$ cat config.mk
export PLATFORM = sky130hd
export DESIGN_NAME = sobel_window_sched
export DESIGN_NICKNAME = d
export VERILOG_FILES = /design/src/rtl/sobel_window_sched.sv
export SDC_FILE = /design/constraint.sdc
export NUM_CORES = 1
export LEC_CHECK = 0
export ABC_AREA = 1
export CAP_MARGIN = 10
export CORE_MARGIN = 1.5
export CORE_UTILIZATION = 45
export CTS_BUF_LIST = sky130_fd_sc_hd__clkbuf_4
export CTS_CLUSTER_DIAMETER = 120
export DETAILED_ROUTE_END_ITERATION = 10
export PLACE_DENSITY = 0.74
export SLEW_MARGIN = 20
export SYNTH_ARGS = -nofsm -noshare
export SYNTH_HDL_FRONTEND = slang
export SYNTH_SLANG_ARGS = --single-unit
$ cat constraint.sdc
create_clock -name clk -period 2.19 [get_ports clk]
set_clock_uncertainty 0.1 [all_clocks]
set_input_delay 0.657 -clock clk [delete_from_list [all_inputs] [get_ports clk]]
set_output_delay 0.657 -clock clk [all_outputs]
set_load 0.03 [all_outputs]
$ cat src/rtl/sobel_window_sched.sv
// Sequencing controller for a 3-line Sobel window: steers raster pixels into a
// ring of three line buffers and issues one padded kernel command per output pixel.
module sobel_window_sched #(
  parameter int IMAGE_WIDTH_E = 9,
  parameter int IMAGE_HIGHT_E = 9
) (
  input  logic                     clk,
  input  logic                     reset,
  input  logic                     start,
  input  logic                     s_valid,
  output logic                     s_ready,
  output logic                     wr_en,
  output logic [1:0]               wr_sel,
  output logic [IMAGE_WIDTH_E-1:0] wr_addr,
  output logic                     k_valid,
  input  logic                     k_ready,
  output logic [IMAGE_HIGHT_E-1:0] k_row,
  output logic [IMAGE_WIDTH_E-1:0] k_col,
  output logic [1:0]               k_top_sel,
  output logic [1:0]               k_mid_sel,
  output logic [1:0]               k_bot_sel,
  output logic [3:0]               k_pad,
  output logic                     k_last,
  output logic                     busy,
  output logic                     done
);

  localparam int IMAGE_WIDTH = 2 ** IMAGE_WIDTH_E;
  localparam int IMAGE_HIGHT = 2 ** IMAGE_HIGHT_E;
  localparam logic [IMAGE_WIDTH_E-1:0] COL_MAX = IMAGE_WIDTH_E'(IMAGE_WIDTH - 1);
  localparam logic [IMAGE_HIGHT_E-1:0] ROW_MAX = IMAGE_HIGHT_E'(IMAGE_HIGHT - 1);
  localparam logic [IMAGE_HIGHT_E-1:0] ROW_PEN = IMAGE_HIGHT_E'(IMAGE_HIGHT - 2);
  localparam logic [IMAGE_WIDTH_E-1:0] COL_ZERO = {IMAGE_WIDTH_E{1'b0}};
  localparam logic [IMAGE_HIGHT_E-1:0] ROW_ZERO = {IMAGE_HIGHT_E{1'b0}};

  typedef enum logic [2:0] {
    IDLE = 3'd0,
    FILL = 3'd1,
    PROC = 3'd2,
    LOAD = 3'd3,
    DONE = 3'd4
  } state_t;

  // Ring phase advance: 0 -> 1 -> 2 -> 0, replaces a mod-3 divider.
  function automatic logic [1:0] rot3(input logic [1:0] p);
    case (p)
      2'd0:    rot3 = 2'd1;
      2'd1:    rot3 = 2'd2;
      default: rot3 = 2'd0;
    endcase
  endfunction

  state_t                   state, state_nx;
  logic [IMAGE_WIDTH_E-1:0] col, col_nx;
  logic [IMAGE_HIGHT_E-1:0] proc_row, proc_row_nx;
  logic [1:0]               load_ph, load_ph_nx;
  logic [1:0]               proc_ph, proc_ph_nx;
  logic                     px_acc, cmd_acc;

  assign px_acc  = s_valid & s_ready;
  assign cmd_acc = k_valid & k_ready;

  // Next-state and counter update logic.
  always_comb begin
    state_nx    = state;
    col_nx      = col;
    proc_row_nx = proc_row;
    load_ph_nx  = load_ph;
    proc_ph_nx  = proc_ph;
    case (state)
      IDLE: begin
        if (start) begin
          state_nx    = FILL;
          col_nx      = COL_ZERO;
          proc_row_nx = ROW_ZERO;
          load_ph_nx  = 2'd0;
          proc_ph_nx  = 2'd0;
        end else begin
          state_nx = IDLE;
        end
      end
      FILL, LOAD: begin
        if (px_acc && col == COL_MAX) begin
          col_nx     = COL_ZERO;
          load_ph_nx = rot3(load_ph);
          // FILL ends after line 1, LOAD after a single line
          if (state == LOAD || load_ph == 2'd1) begin
            state_nx = PROC;
          end else begin
            state_nx = state;
          end
        end else if (px_acc) begin
          col_nx = col + 1'b1;
        end else begin
          col_nx = col;
        end
      end
      PROC: begin
        if (cmd_acc && col == COL_MAX) begin
          col_nx      = COL_ZERO;
          proc_row_nx = proc_row + 1'b1;
          proc_ph_nx  = rot3(proc_ph);
          if (proc_row == ROW_MAX) begin
            state_nx = DONE;
          end else if (proc_row == ROW_PEN) begin
            state_nx = PROC;
          end else begin
            state_nx = LOAD;
          end
        end else if (cmd_acc) begin
          col_nx = col + 1'b1;
        end else begin
          col_nx = col;
        end
      end
      DONE:    state_nx = IDLE;
      default: state_nx = IDLE;
    endcase
  end

  // State, counters and registered handshake/status flags.
  always_ff @(posedge clk or posedge reset) begin
    if (reset) begin
      state    <= IDLE;
      col      <= COL_ZERO;
      proc_row <= ROW_ZERO;
      load_ph  <= 2'd0;
      proc_ph  <= 2'd0;
      s_ready  <= 1'b0;
      k_valid  <= 1'b0;
      busy     <= 1'b0;
      done     <= 1'b0;
    end else begin
      state    <= state_nx;
      col      <= col_nx;
      proc_row <= proc_row_nx;
      load_ph  <= load_ph_nx;
      proc_ph  <= proc_ph_nx;
      s_ready  <= (state_nx == FILL) || (state_nx == LOAD);
      k_valid  <= (state_nx == PROC);
      busy     <= (state_nx == FILL) || (state_nx == LOAD) || (state_nx == PROC);
      done     <= (state_nx == DONE);
    end
  end

  assign wr_en   = px_acc;
  assign wr_sel  = s_ready ? load_ph : 2'd0;
  assign wr_addr = s_ready ? col : COL_ZERO;

  // Command fields are forced to zero whenever no command is offered.
  assign k_row     = k_valid ? proc_row : ROW_ZERO;
  assign k_col     = k_valid ? col : COL_ZERO;
  assign k_mid_sel = k_valid ? proc_ph : 2'd0;
  assign k_bot_sel = k_valid ? rot3(proc_ph) : 2'd0;
  assign k_top_sel = k_valid ? rot3(rot3(proc_ph)) : 2'd0;
  assign k_pad     = k_valid ? {proc_row == ROW_ZERO, proc_row == ROW_MAX,
                                col == COL_ZERO, col == COL_MAX} : 4'b0000;
  assign k_last    = k_valid && (proc_row == ROW_MAX) && (col == COL_MAX);

endmodule

==> results.md <==
- Area leader, netlist: dfrtp_1
- CP Max Fanout: 3
- Tcrit/Tclk final: 1.18
- Hold Vio Cnt, Final: 0
- WS Path Type: reg -> out
- Syn Inst Count: 306
- Syn_nets: 319
- Req. time, crit path: 1430 ps
- Root Buffer: clkbuf_4
- Top post-synthesis cells by area: dfrtp_1 (36%), nand2_1 (16%), inv_1 (15%)
- Warnings from Yosys: 0
- Via/cell ratio: 5.03
- First-pass GRT wire length: 9050 um
- Fin nets: 406
- Vias in the first global route: 1999
- Max Slew Vio Count: 0
- Clock transition at the registers of the reported paths: 100 ps
- R2R setup slack: 60 ps
- Crit path from: proc_row[1]$_DFFE_PP0P_
- Failing checks: setup timing
- Largest net degree at the start of global routing: 30
- Filler instances: 368
- Drt drc: 0
- Max-cap violations: 0
- Avg Synthesized Cell Area: 6.60 um2
- Pre-CTS setup slack: -67.4 ps
- Layout cells sized above 1: 0.305
- Initial Utilization: 0.467
- Die Y-Extent: 70.0 um
- Antenna violations before repair: 0
- # diodes: 0
- Post-route ant nets: 0
- PD cells: 983 mW/mm2
- Synth Register Bits: 29
- # setup viols final: 5
- Status: complete, but fails checks
- Share of flip-flops with an asynchronous set or reset: 1.00
- Fin Setup TNS: -1570 ps
- Critical path endpoint category: output pin
- Initial drt markers: 115
- Via count: 2245
- CTS Hold Bufs: 0
- Multi-input gate area in the final layout: 0.00114 mm2
- Startpoint types: register
- Max VDD drop: 0.490 mV
- Main flop type after synthesis: dfrtp_1
- Tot GR Track Use: 0.230
- Core ar.: 0.00432 mm2
- Max Clock Freq: 388 MHz
- CTS Buffer Depth: 2
- Skew-Pair Late Insertion Delay: 330 ps
- Synth-to-layout area growth: 48.8%
- R2R Path Start: col[1]$_DFFE_PP0P_
- Total grt overflow: 0
- IO Port Bufs: 49
- Num CTS Buffers: 5
- Pre-antenna DRT Iters: 4
- Post-synth EDFFs: 0
- Number of I/O pins: 50
- Sequential share of the synthesized area: 0.359
- H-tree depth: 2
- Worst slew pin tran: 373 ps
- Netlist cell types: 28
- Worst hold start: proc_ph[0]$_DFFE_PP0P_
- Share of the synthesized area in the top cell type: 0.359
- Clock sinks: 29
- Post-detail-place hpwl: 3790 um
- LEAKAGE: 1.79 nW
- WL per Instance: 12.7 um
- Placer congestion estimate: 0.866
- Routed Wire Length: 5640 um
- # rows: 24
- Mapped cell area: 0.00202 mm2
- Die ar.: 0.00490 mm2
- RSZ-0062 raised after global routing: true
- Rel. slew slack: 0.752
- TritonCTS clock tree: built
- Die X: 70.0 um
- HP Class: reg -> reg
- Final min period: 2580 ps
- FF+latch area: 727 um2
- Arr. time, crit path: 1820 ps
- Worst setup margin: -390 ps
==> Yosys cell counts (2+ instances only) <==
| library cell | count |
|---|---|
| o22ai_1 | 2 |
| nor2_1 | 19 |
| clkbuf_1 | 2 |
| nand4_1 | 10 |
| dfrtp_1 | 29 |
| nor4_1 | 3 |
| nand2_2 | 2 |
| nor3_1 | 2 |
| inv_2 | 2 |
| nor2_4 | 3 |
| ha_1 | 8 |
| o21ai_0 | 20 |
| a21oi_1 | 5 |
| nand2_1 | 86 |
| xor2_1 | 3 |
| nand3_2 | 2 |
| nand3_1 | 19 |
| inv_1 | 79 |
==> critical path, stage by stage (launching register included) <==
cell and delay (ps):
dfrtp_1 410, ha_2 220, nand2_2 70, nor4_4 260, ha_2 240, inv_2 50
nor2_2 100, buf_6 140
==> logic make-up after synthesis <==
group | after synthesis | share of synthesized area
compound gates | 31 | 0.0843
xor+xnor | 3 | 0.0130
fa+ha+maj | 8 | 0.0496
buf+inv | 87 | 0.167
flops | 29 | 0.359
simple gates | 148 | 0.327
==> timing repair <==
action | in CTS | in global routing
gates cloned | 0 | 1
endpoints found under the hold margin | 0 | 0
pin swaps | 7 | 14
setup endpoints to repair | 15 | 39
buffers inserted | 9 | 4
gates resized for setup | 31 | 38
==> metrics by stage <==
step / std cells / area (um2) / hold slack (ps) / utilization / power (mW)
finish: 446 / 3010 / 485 / 0.695 / 2.95
CTS: 442 / 2840 / 480 / 0.657 / 2.82
global route: 446 / 3010 / 512 / 0.695 / 3.16
floorplan: 306 / 2030 / 413 / - / 1.85
global placement: 425 / 2670 / 447 / 0.616 / 2.45
detailed placement: 425 / 2670 / 446 / 0.616 / 2.48
==> worst paths after layout <==
check / cells after the start / endpoint
setup / recovery: 7 / k_last
hold / removal: 2 / proc_ph[1]$_DFFE_PP0P_
setup reg to reg: 12 / proc_row[3]$_DFFE_PP0P_
hold reg to reg: 2 / proc_ph[1]$_DFFE_PP0P_
max in group asynchronous: 3 / k_valid$_DFF_PP0_
min in group asynchronous: 3 / load_ph[0]$_DFFE_PP0P_
==> registers in the layout, indices dropped and copies added (netlist names) <==
| signal | cells |
|---|---|
| k_valid | 1 |
| proc_row | 9 |
| col | 9 |
| state | 3 |
| s_ready | 1 |
| busy | 1 |
| load_ph | 2 |
| proc_ph | 2 |
| done | 1 |
==> report_power, final <==
| group | switching, mW | internal, mW | total [mW] |
|---|---|---|---|
| registers | 0.162 | 0.692 | 0.854 |
| clock network | 0.198 | 0.116 | 0.313 |
| logic | 1.14 | 0.651 | 1.79 |
| total | 1.50 | 1.46 | 2.95 |
==> per-layer routing <==
| layer | global-route usage | part of all wire |
|---|---|---|
| met1 | 0.277 | 0.40 |
| met2 | 0.396 | 0.51 |
| met3 | 0.0491 | 0.068 |
| met4 | 0.103 | 0.024 |
| met5 | 0 | 0 |
==> cells in the final DEF (no fill, tap or decap), types with 4 or more instances in the layout <==
cell type / n
dlygate4sd2_1: 4
o21ai_0: 20
nor2_4: 5
nand2_1: 79
nand3_1: 16
dfrtp_1: 28
inv_1: 74
clkdlybuf4s15_1: 4
inv_2: 4
clkdlybuf4s50_1: 5
nand4_1: 10
nand2_2: 6
nor2_1: 15
clkbuf_4: 5
buf_4: 62
buf_6: 7
==> layout make-up <==
| type | instances | share of cell area |
|---|---|---|
| Multi-Input combinational cell | 190 | 0.378 |
| Sequential cell | 29 | 0.242 |
| Timing Repair Buffer | 85 | 0.235 |
| Inverter | 81 | 0.104 |
| Tap cell | 52 | 0.0216 |
| Clock buffer | 5 | 0.0125 |
| Clock inverter | 3 | 0.00416 |
| Timing Repair inverter | 1 | 0.00167 |
(Power assumes the default switching activity.)
